**src/rtl/mem_ctrl_pkg.sv**
```systemverilog
// Shared encodings for the memory controller: FSM states, request size codes,
// load/store tags and byte helpers.
package mem_ctrl_pkg;

  typedef enum logic [2:0] {
    MC_IDLE     = 3'd0,
    MC_IF_READ  = 3'd1,
    MC_LS_READ  = 3'd2,
    MC_LS_WRITE = 3'd3,
    MC_DONE     = 3'd4
  } mc_state_e;

  localparam logic [2:0] SIZE_B = 3'b001;
  localparam logic [2:0] SIZE_H = 3'b010;
  localparam logic [2:0] SIZE_W = 3'b100;

  localparam logic LOAD  = 1'b0;
  localparam logic STORE = 1'b1;
  localparam logic TRUE  = 1'b1;
  localparam logic FALSE = 1'b0;

  // Unknown size codes fall back to a full word.
  function automatic logic [2:0] size_bytes(input logic [2:0] op);
    case (op)
      SIZE_B:  return 3'd1;
      SIZE_H:  return 3'd2;
      default: return 3'd4;
    endcase
  endfunction

  function automatic logic [7:0] get_byte(input logic [31:0] w, input logic [1:0] k);
    return w[8*k +: 8];
  endfunction

endpackage

```
**src/rtl/mem_ctrl_assembler.sv**
```systemverilog
// Little-endian byte accumulator: merges one byte per cycle into a 32-bit word.
// o_word_next exposes the merged word so a finishing edge can register it directly.
module mem_byte_assembler
  import mem_ctrl_pkg::*;
(
  input  logic        clk,
  input  logic        rst,
  input  logic        i_en,
  input  logic        i_clr,
  input  logic        i_we,
  input  logic [1:0]  i_idx,
  input  logic [7:0]  i_byte,
  output logic [31:0] o_word_next
);

  logic [31:0] r_word;

  always_comb begin
    o_word_next = i_clr ? 32'd0 : r_word;
    if (i_we) o_word_next[8*i_idx +: 8] = i_byte;
  end

  always_ff @(posedge clk or posedge rst) begin
    if (rst)       r_word <= 32'd0;
    else if (i_en) r_word <= o_word_next;
  end

endmodule

```
**src/rtl/mem_ctrl.sv**
```systemverilog
// Byte-serial memory controller: arbitrates LSB and instruction-fetch requests onto
// a byte-wide synchronous RAM/IO bus. Optional IO back-pressure: MEM_CTRL_IO_STALL_EN.
module mem_ctrl
  import mem_ctrl_pkg::*;
#(
  parameter int         ADDR_W     = 32,
  parameter logic [1:0] IO_BASE_HI = 2'b11
) (
  input  logic              clk,
  input  logic              rst,
  input  logic              rdy,
  input  logic              jump_flag,
  input  logic              if_enable,
  input  logic [ADDR_W-1:0] if_addr,
  output logic              if_success,
  output logic [31:0]       if_data,
  input  logic              lsb_enable,
  input  logic [2:0]        lsb_op_size,
  input  logic [ADDR_W-1:0] lsb_addr,
  input  logic [31:0]       lsb_wdata,
  input  logic              lsb_wr_tag,
  output logic              lsb_success,
  output logic [31:0]       lsb_rdata,
  input  logic [7:0]        ram_din,
  output logic [7:0]        ram_dout,
  output logic [ADDR_W-1:0] ram_a,
  output logic              ram_wr,
  input  logic              io_buffer_full
);

  mc_state_e         r_state;
  logic [ADDR_W-1:0] r_addr;
  logic [31:0]       r_wdata;
  logic [2:0]        r_n;
  logic [2:0]        r_cnt;
  logic              r_is_io;
  logic              r_if_success, r_lsb_success, r_ram_wr;
  logic [31:0]       r_if_data, r_lsb_rdata;
  logic [7:0]        r_ram_dout;
  logic [ADDR_W-1:0] r_ram_a;

  logic              w_lsb_io, w_io_block, w_wr_stall;
  logic              w_accept_ls, w_accept_if, w_rd_state, w_abort;
  logic [2:0]        w_cnt_inc;
  logic [1:0]        w_asm_idx;
  logic [31:0]       w_word_next;

  assign w_lsb_io    = (lsb_addr[17:16] == IO_BASE_HI);
  assign w_accept_ls = (r_state == MC_IDLE) && lsb_enable && !w_io_block;
  assign w_accept_if = (r_state == MC_IDLE) && !lsb_enable && if_enable && !jump_flag;
  assign w_rd_state  = (r_state == MC_IF_READ) || (r_state == MC_LS_READ);
  assign w_abort     = (r_state == MC_IF_READ) && jump_flag;
  assign w_cnt_inc   = r_cnt + 3'd1;
  assign w_asm_idx   = r_cnt[1:0] - 2'd1;

`ifdef MEM_CTRL_IO_STALL_EN
  assign w_io_block = (lsb_wr_tag == STORE) && w_lsb_io && io_buffer_full;
  assign w_wr_stall = (r_state == MC_LS_WRITE) && r_is_io && io_buffer_full;
`else
  logic w_unused_io;
  assign w_unused_io = io_buffer_full ^ r_is_io;
  assign w_io_block  = FALSE;
  assign w_wr_stall  = FALSE;
`endif

  // Byte k of a read lands on ram_din while r_cnt == k+1.
  mem_byte_assembler u_asm (
    .clk         (clk),
    .rst         (rst),
    .i_en        (rdy),
    .i_clr       (w_accept_ls || w_accept_if),
    .i_we        (w_rd_state && !w_abort && (r_cnt != 3'd0)),
    .i_idx       (w_asm_idx),
    .i_byte      (ram_din),
    .o_word_next (w_word_next)
  );

  always_ff @(posedge clk or posedge rst) begin
    if (rst) begin
      r_state       <= MC_IDLE;
      r_addr        <= '0;
      r_wdata       <= '0;
      r_n           <= '0;
      r_cnt         <= '0;
      r_is_io       <= FALSE;
      r_if_success  <= FALSE;
      r_lsb_success <= FALSE;
      r_ram_wr      <= FALSE;
      r_if_data     <= '0;
      r_lsb_rdata   <= '0;
      r_ram_dout    <= '0;
      r_ram_a       <= '0;
    end else if (rdy) begin
      case (r_state)
        MC_IDLE: begin
          r_cnt <= 3'd0;
          if (w_accept_ls) begin
            r_addr  <= lsb_addr;
            r_wdata <= lsb_wdata;
            r_n     <= size_bytes(lsb_op_size);
            r_is_io <= w_lsb_io;
            r_ram_a <= lsb_addr;
            if (lsb_wr_tag == STORE) begin
              r_state    <= MC_LS_WRITE;
              r_ram_wr   <= TRUE;
              r_ram_dout <= lsb_wdata[7:0];
            end else begin
              r_state <= MC_LS_READ;
            end
          end else if (w_accept_if) begin
            r_addr  <= if_addr;
            r_n     <= SIZE_W;
            r_is_io <= FALSE;
            r_ram_a <= if_addr;
            r_state <= MC_IF_READ;
          end
        end
        MC_IF_READ, MC_LS_READ: begin
          if (w_abort) begin
            r_state <= MC_IDLE;
          end else begin
            r_cnt <= w_cnt_inc;
            if (w_cnt_inc < r_n) r_ram_a <= r_addr + ADDR_W'(w_cnt_inc);
            if (r_cnt == r_n) begin
              r_state <= MC_DONE;
              if (r_state == MC_IF_READ) begin
                r_if_success <= TRUE;
                r_if_data    <= w_word_next;
              end else begin
                r_lsb_success <= TRUE;
                r_lsb_rdata   <= w_word_next;
              end
            end
          end
        end
        MC_LS_WRITE: begin
          if (!w_wr_stall) begin
            if (w_cnt_inc < r_n) begin
              r_cnt      <= w_cnt_inc;
              r_ram_a    <= r_addr + ADDR_W'(w_cnt_inc);
              r_ram_dout <= get_byte(r_wdata, w_cnt_inc[1:0]);
            end else begin
              r_ram_wr      <= FALSE;
              r_lsb_success <= TRUE;
              r_state       <= MC_DONE;
            end
          end
        end
        MC_DONE: begin
          r_if_success  <= FALSE;
          r_lsb_success <= FALSE;
          r_state       <= MC_IDLE;
        end
        default: r_state <= MC_IDLE;
      endcase
    end
  end

  assign if_success  = r_if_success;
  assign if_data     = r_if_data;
  assign lsb_success = r_lsb_success;
  assign lsb_rdata   = r_lsb_rdata;
  assign ram_dout    = r_ram_dout;
  assign ram_a       = r_ram_a;
  // A frozen or back-pressured write cycle must not be seen by the RAM.
  assign ram_wr      = r_ram_wr && rdy && !w_wr_stall;

endmodule
```
**config.mk**
```make
export PLATFORM = sky130hd
export DESIGN_NAME = mem_ctrl
export DESIGN_NICKNAME = d
export VERILOG_FILES = /design/src/rtl/mem_ctrl_pkg.sv /design/src/rtl/mem_ctrl_assembler.sv /design/src/rtl/mem_ctrl.sv
export SDC_FILE = /design/constraint.sdc
export NUM_CORES = 1
export LEC_CHECK = 0
export CORE_MARGIN = 2
export CORE_UTILIZATION = 55
export DETAILED_ROUTE_END_ITERATION = 10
export MAX_ROUTING_LAYER = met4
export PLACE_DENSITY = 0.95
export SLEW_MARGIN = 40
export SYNTH_ARGS = -nofsm -noshare
export SYNTH_HDL_FRONTEND = slang
export SYNTH_SLANG_ARGS = --single-unit
```
**constraint.sdc**
```tcl
create_clock -name clk -period 23.9 [get_ports clk]
set_input_delay 7.17 -clock clk [delete_from_list [all_inputs] [get_ports clk]]
set_output_delay 7.17 -clock clk [all_outputs]
set_load 0.01 [all_outputs]
```
==> results of run 1 <==
[per-stage QoR]
step                area, um^2  power (mW)
CTS                      13100        1.48
finish                   13100        1.48
global placement         12400        1.11
global route             13100        1.57
detailed placement       12500        1.15
floorplan                10100       0.912
[how the worst min path moves through the flow]
stage / from / end / slack (ns) / cells past startpoint
after detailed placement: ram_a[15] / ram_a[15] / 0.47 / 2
after global placement: lsb_rdata[7] / lsb_rdata[7] / 0.46 / 2
after floorplan: r_ram_wr / r_ram_wr / 0.45 / 1
after global routing: r_wdata[7] / r_wdata[7] / 0.51 / 1
after CTS: if_data[18] / if_data[18] / 0.48 / 2
final: if_data[18] / if_data[18] / 0.48 / 2
[tightest hold or removal path: cells and delay by family (launching register included)]
family,cells,cell delay [ns]
flip-flops,1,0.34
AO/OA/AOI/OAI,1,0.06
AND/OR/NAND/NOR,1,0.04
[power breakdown]
part	total [mW]	switching, mW	internal [mW]
Clock	0.326	0.136	0.190
Combinational	0.591	0.312	0.280
Sequential	0.565	0.0967	0.469
Total	1.48	0.545	0.938
[layout by cell type (no fill, tap or decap), types with 4 or more instances in the layout]
cell / n
a211o_1: 7
a21o_1: 8
a21oi_1: 36
a221o_1: 4
a22o_1: 35
a22oi_1: 38
a32oi_1: 8
and2_1: 6
and3_1: 6
buf_4: 9
clkbuf_1: 5
clkbuf_16: 23
clkbuf_8: 5
clkdlybuf4s50_1: 220
dfrtp_1: 212
ha_1: 12
inv_1: 16
mux2_2: 34
mux2i_1: 21
mux4_2: 8
nand2_1: 152
nand2b_1: 9
nand3_1: 16
nand4_1: 16
nor2_1: 46
nor2b_1: 6
nor3_1: 4
nor4_1: 5
o211ai_1: 8
o21a_1: 4
o21ai_0: 96
o21ai_1: 4
o22ai_1: 4
o2bb2ai_1: 9
o31ai_1: 5
xnor2_1: 7
xor2_1: 17
[state kept, by name, summed over array words and instances (netlist names)]
name and count:
r_ram_wr 1, lsb_rdata 32, ram_a 32, r_wdata 32, r_addr 32, r_cnt 3, r_n 3, u_asm.r_word 32
if_data 32, if_success 1, ram_dout 8, lsb_success 1, r_state 3
[cell type report]
type | count | area [um^2]
clock buffers | 33 | 663
clock inverters | 3 | 17.5
fillers | 1204 | 4820
inverters | 17 | 76.3
multi-input cells | 680 | 4490
flip-flops and latches | 212 | 5310
well taps | 229 | 287
repair buffers | 232 | 2310
[per-layer routing]
metal,global-route usage [%],up-vias
li1,-,3912
met1,37.8,4238
met2,47.5,395
met5,-,-
met4,11.3,0
met3,4.54,87
[cell families (layout without fill, tap and decap cells)]
kind of cell               count (synthesis)  after routing  share of synthesized area (%)
AOI/OAI and AO/OA                        291            291                           19.4
DFF                                      212            212                           52.6
buffers and inverters                     89            285                           3.44
xor gates and xnor gates                  24             24                           2.08
muxes                                     63             63                           7.67
adders and majority gates                 13             13                           1.69
and+or+nand+nor                          289            289                           13.1
==> results.cfg, run 1 <==
[critical_path]
crit_required_ns = 16.73
crit_fanout = 18
r2r-start = r_cnt[0]
startpoint = rdy
r2r_cells = 9
path_buf_inv = 3
cpLargestDelayFamily = buffers and inverters
crit_arrival_ns = 8.60
rrSetupSlack_ns = 20.06
cpMaxStageDelayCell = clkdlybuf4s50_1
max_stage_delay_ns = 0.57
crit_chain = clkdlybuf4s50_1 -> buf_4 -> and2_1 -> clkdlybuf4s50_1
crit_top_cell = clkdlybuf4s50_1
worstSetupStartpointType = input port
path_depth = 4
crit_path_end_kind = primary output
crit_type = input port to primary output
critPathCapture = ram_wr
r2r_end = r_state[0]

[logic_synthesis]
synth_area_um2 = 10100
avgSynthCellArea_um2 = 10.3
synth_seq_cells = 212
syn_inst = 981
synth_cell_type_count = 61
synth_seq_area_share_pct = 52.6
synth.top_cell.area_share_pct = 52.6
yosysWarnings = 0
synth_nets = 1109
synth_edf_count = 0
ys.flop_type = dfrtp_1
yosys.area.top_type = dfrtp_1
synth.most_common_cell = dfrtp_1
synth_area_leaders = dfrtp_1, nand2_1, o21ai_0
synthArstFlopShare_pct = 100
synthTopCellsByCount = dfrtp_1, nand2_1, o21ai_0, clkbuf_1, nor2_1

[run]
cap_viol_max_count = 0

[finish]
drive_gt1_share_pct = 8.92
num_antenna_cells = 0
utilization_pct = 73.2
instances_no_fill = 1406
fin_nets = 1293
syn_to_final_growth_pct = 30.4

[routing]
drt-pass1-iter-count = 6
dr.first_iter.drc_count = 664
wl_um = 27900
met1_length_um = 11300
route.detailed.drc = 0
met3_length_um = 1890
wl_met2_um = 13600
num_vias = 8632
post_drt_wl_per_cell_um = 19.9
ant_nets = 0
viasPerCell = 6.14
highest_layer = met4

[clocking]
root_buffer = clkbuf_16
cts_hold_buf = 0
clkSinkCount = 212
cts_tree = yes
numCtsBuffers = 22
path_clk_slew_ns = 0.06
cts_resized = 0
cts_max_level = 1
post-cts-setup-buffer-count = 0
clk_latency_ns = 0.50
clock_path_buffers = 3

[timing]
hold_viol_final = 0
setup_violations = 0
relSlewSlack_pct = 46.4
post-route-min-period_ns = 15.77
max_freq_ghz = 0.0634
rsz0062_at_grt = false
tightestPinTransition_ns = 0.798
maxSlewViolCount = 0
min_period_over_period_pct = 66.0
fin_ws_ns = 8.13
hold_ws_ns = 0.478
finClkSkew_ns = 0.00938
fin_tns_setup_ns = 0

[floorplanning]
io_pins = 222
initial_utilization_pct = 56.1
num_rows = 49
die_w_um = 139
die_area_um2 = 19400
core_region_area_um2 = 18000
fp.dieH_um = 139

[placement]
pre_cts_slack_ns = 8.15
io_buffers = 220
place_congestion = 0.964
hpwlAfterDp_um = 19200
dp.cells = 1370

[worst_hold_path]
hold_path_class = flip-flop to flip-flop

[power_and_ir_drop]
cellPowerDensity_nw_per_um2 = 113
ir_drop_v = 0.0000688
p_leak_nw = 5.53

[global_routing]
grt_pass1_wl_um = 45100
grt_pass1_vias = 8741
grt.total_usage_pct = 29.4
grt_max_degree = 137
gr-total-overflow = 0
antenna_found_initial = 0

[status]
status = finished, final reports clean
No activity file was read; power rests on OpenSTA's default activity.
==> inputs of run 2 (changes only) <==
--- a/config.mk
+++ b/config.mk
@@ -6,10 +6,10 @@
 export NUM_CORES = 1
 export LEC_CHECK = 0
 export CORE_MARGIN = 2
-export CORE_UTILIZATION = 55
+export CORE_UTILIZATION = 51
 export DETAILED_ROUTE_END_ITERATION = 10
 export MAX_ROUTING_LAYER = met4
-export PLACE_DENSITY = 0.95
+export PLACE_DENSITY = 0.91
 export SLEW_MARGIN = 40
 export SYNTH_ARGS = -nofsm -noshare
 export SYNTH_HDL_FRONTEND = slang
==> constraint.sdc (replaced) <==
create_clock -name clk -period 16.55 [get_ports clk]
set_input_delay 4.965 -clock clk [delete_from_list [all_inputs] [get_ports clk]]
set_output_delay 4.965 -clock clk [all_outputs]
set_load 0.01 [all_outputs]
==> run 2 against run 1 <==
Critical path depth did not move. Critical path type unchanged. Register-to-register slack got worse by 7.4 ns. Core utilization fell by 5.0 points. Sequential power rose by 44%. Hold slack improved by 0.0010 ns. Clock power rose by 61%.
==> results.cfg, run 2 (same netlist as run 1, synthesis figures left out) <==
[status]
status = finished, final reports clean

[critical_path]
startpoint = rdy
r2r-start = r_cnt[0]
crit_fanout = 18
cpLargestDelayFamily = buffers and inverters
crit_top_cell = clkdlybuf4s50_1
crit_type = input port to primary output
max_stage_delay_ns = 0.58
crit_arrival_ns = 6.40
crit_chain = clkdlybuf4s50_1 -> buf_4 -> and2_1 -> clkdlybuf4s50_1
worstSetupStartpointType = input port
cpMaxStageDelayCell = clkdlybuf4s50_1
crit_path_end_kind = primary output
crit_required_ns = 11.58
path_buf_inv = 3

[global_routing]
antenna_found_initial = 1
grt_pass1_vias = 8528
grt_pass1_wl_um = 44000
grt_max_degree = 137
grt.total_usage_pct = 27.4
gr-total-overflow = 0

[routing]
drt-pass1-iter-count = 5
dr.first_iter.drc_count = 693
ant_nets = 0
route.detailed.drc = 0
viasPerCell = 5.93
wl_um = 27300
post_drt_wl_per_cell_um = 18.9
num_vias = 8568

[power_and_ir_drop]
p_leak_nw = 5.57
ir_drop_v = 0.000122
cellPowerDensity_nw_per_um2 = 165
power_mw = 2.18

[timing]
rsz0062_at_grt = false
fin_ws_ns = 5.19
maxSlewViolCount = 0
setup_violations = 0
post-route-min-period_ns = 11.36
hold_viol_final = 0
relSlewSlack_pct = 44.1
finClkSkew_ns = 0.00914
fin_tns_setup_ns = 0
tightestPinTransition_ns = 0.835
max_freq_ghz = 0.0880
min_period_over_period_pct = 68.7

[finish]
fin_nets = 1294
syn_to_final_growth_pct = 31.6
drive_gt1_share_pct = 9.24
instances_no_fill = 1446
layout_commonest_cell = clkdlybuf4s50_1
final_cell_mix = clkdlybuf4s50_1, dfrtp_1, nand2_1

[clocking]
numCtsBuffers = 23
clock_path_buffers = 3
cts_resized = 0
cts_max_level = 1
cts_tree = yes
root_buffer = clkbuf_16
post-cts-setup-buffer-count = 0
clkSinkCount = 212
cts_hold_buf = 0
path_clk_slew_ns = 0.06
clk_latency_ns = 0.50

[placement]
dp.cells = 1406
hpwlAfterDp_um = 19200
io_buffers = 220
pre_cts_slack_ns = 5.22
place_congestion = 0.912

[worst_hold_path]
hp-start = ram_a[16]
hold_path_class = flip-flop to flip-flop

[floorplanning]
initial_utilization_pct = 51.8
io_pins = 222
core_region_area_um2 = 19500
die_area_um2 = 20900
num_rows = 51
die_w_um = 145
fp.dieH_um = 145

[run]
cap_viol_max_count = 0
-- run 2: changes by cell type in the layout (fill, tap and decap cells not counted), sizes merged --
| cell | change |
|---|---|
| diode | +1 |
| clkinvlp | +1 |
| bufinv | +4 |
| clkbuf | -5 |
| clkinv | +3 |
-- run 2: routing by layer --
| metal | wire length, um | track usage, % | up-vias |
|---|---|---|---|
| li1 | - | - | 3929 |
| met1 | 11300 | 35.8 | 4180 |
| met2 | 13100 | 43.4 | 382 |
| met3 | 1900 | 4.54 | 77 |
| met4 | 932 | 10.3 | 0 |
| met5 | 0 | - | - |
-- run 2: per-stage QoR --
stage / hold WS [ns] / util, % / instance area (um^2)
3_3_place_gp: 0.460 / 63.9 / 12400
6_report: 0.479 / 68.2 / 13300
4_1_cts: 0.483 / 68.1 / 13300
3_5_place_dp: 0.469 / 64.2 / 12500
2_1_floorplan: 0.449 / - / 10100
5_1_grt: 0.496 / 68.2 / 13300
-- run 2: area by class of cell --
| cell class | instances | area, um^2 |
|---|---|---|
| Tap cell | 265 | 332 |
| Timing Repair Buffer | 232 | 2300 |
| Clock inverter | 11 | 160 |
| Multi-Input combinational cell | 680 | 4490 |
| Inverter | 17 | 76.3 |
| Fill cell | 1441 | 6190 |
| Antenna cell | 1 | 2.50 |
| Sequential cell | 212 | 5310 |
| Clock buffer | 28 | 614 |
-- run 2: final timing paths --
path / end / slack (ns) / depth (start not counted)
setup / recovery: ram_wr / 5.19 / 4
hold / removal: ram_a[16] / 0.48 / 2
setup reg to reg: r_state[0] / 12.65 / 9
hold reg to reg: ram_a[16] / 0.48 / 2
max in group asynchronous: u_asm.r_word[6] / 10.32 / 3
min in group asynchronous: ram_a[29] / 5.04 / 2
-- run 2: worst min-delay path: stages (launching register included) --
cell     delay [ns]
dfrtp_1        0.34
nand2_1        0.04
o21ai_0        0.06
-- run 2: report_power, final --
group / internal (mW) / switching [mW]
Sequential: 0.677 / 0.138
Combinational: 0.401 / 0.443
Clock: 0.325 / 0.201
Total: 1.40 / 0.782
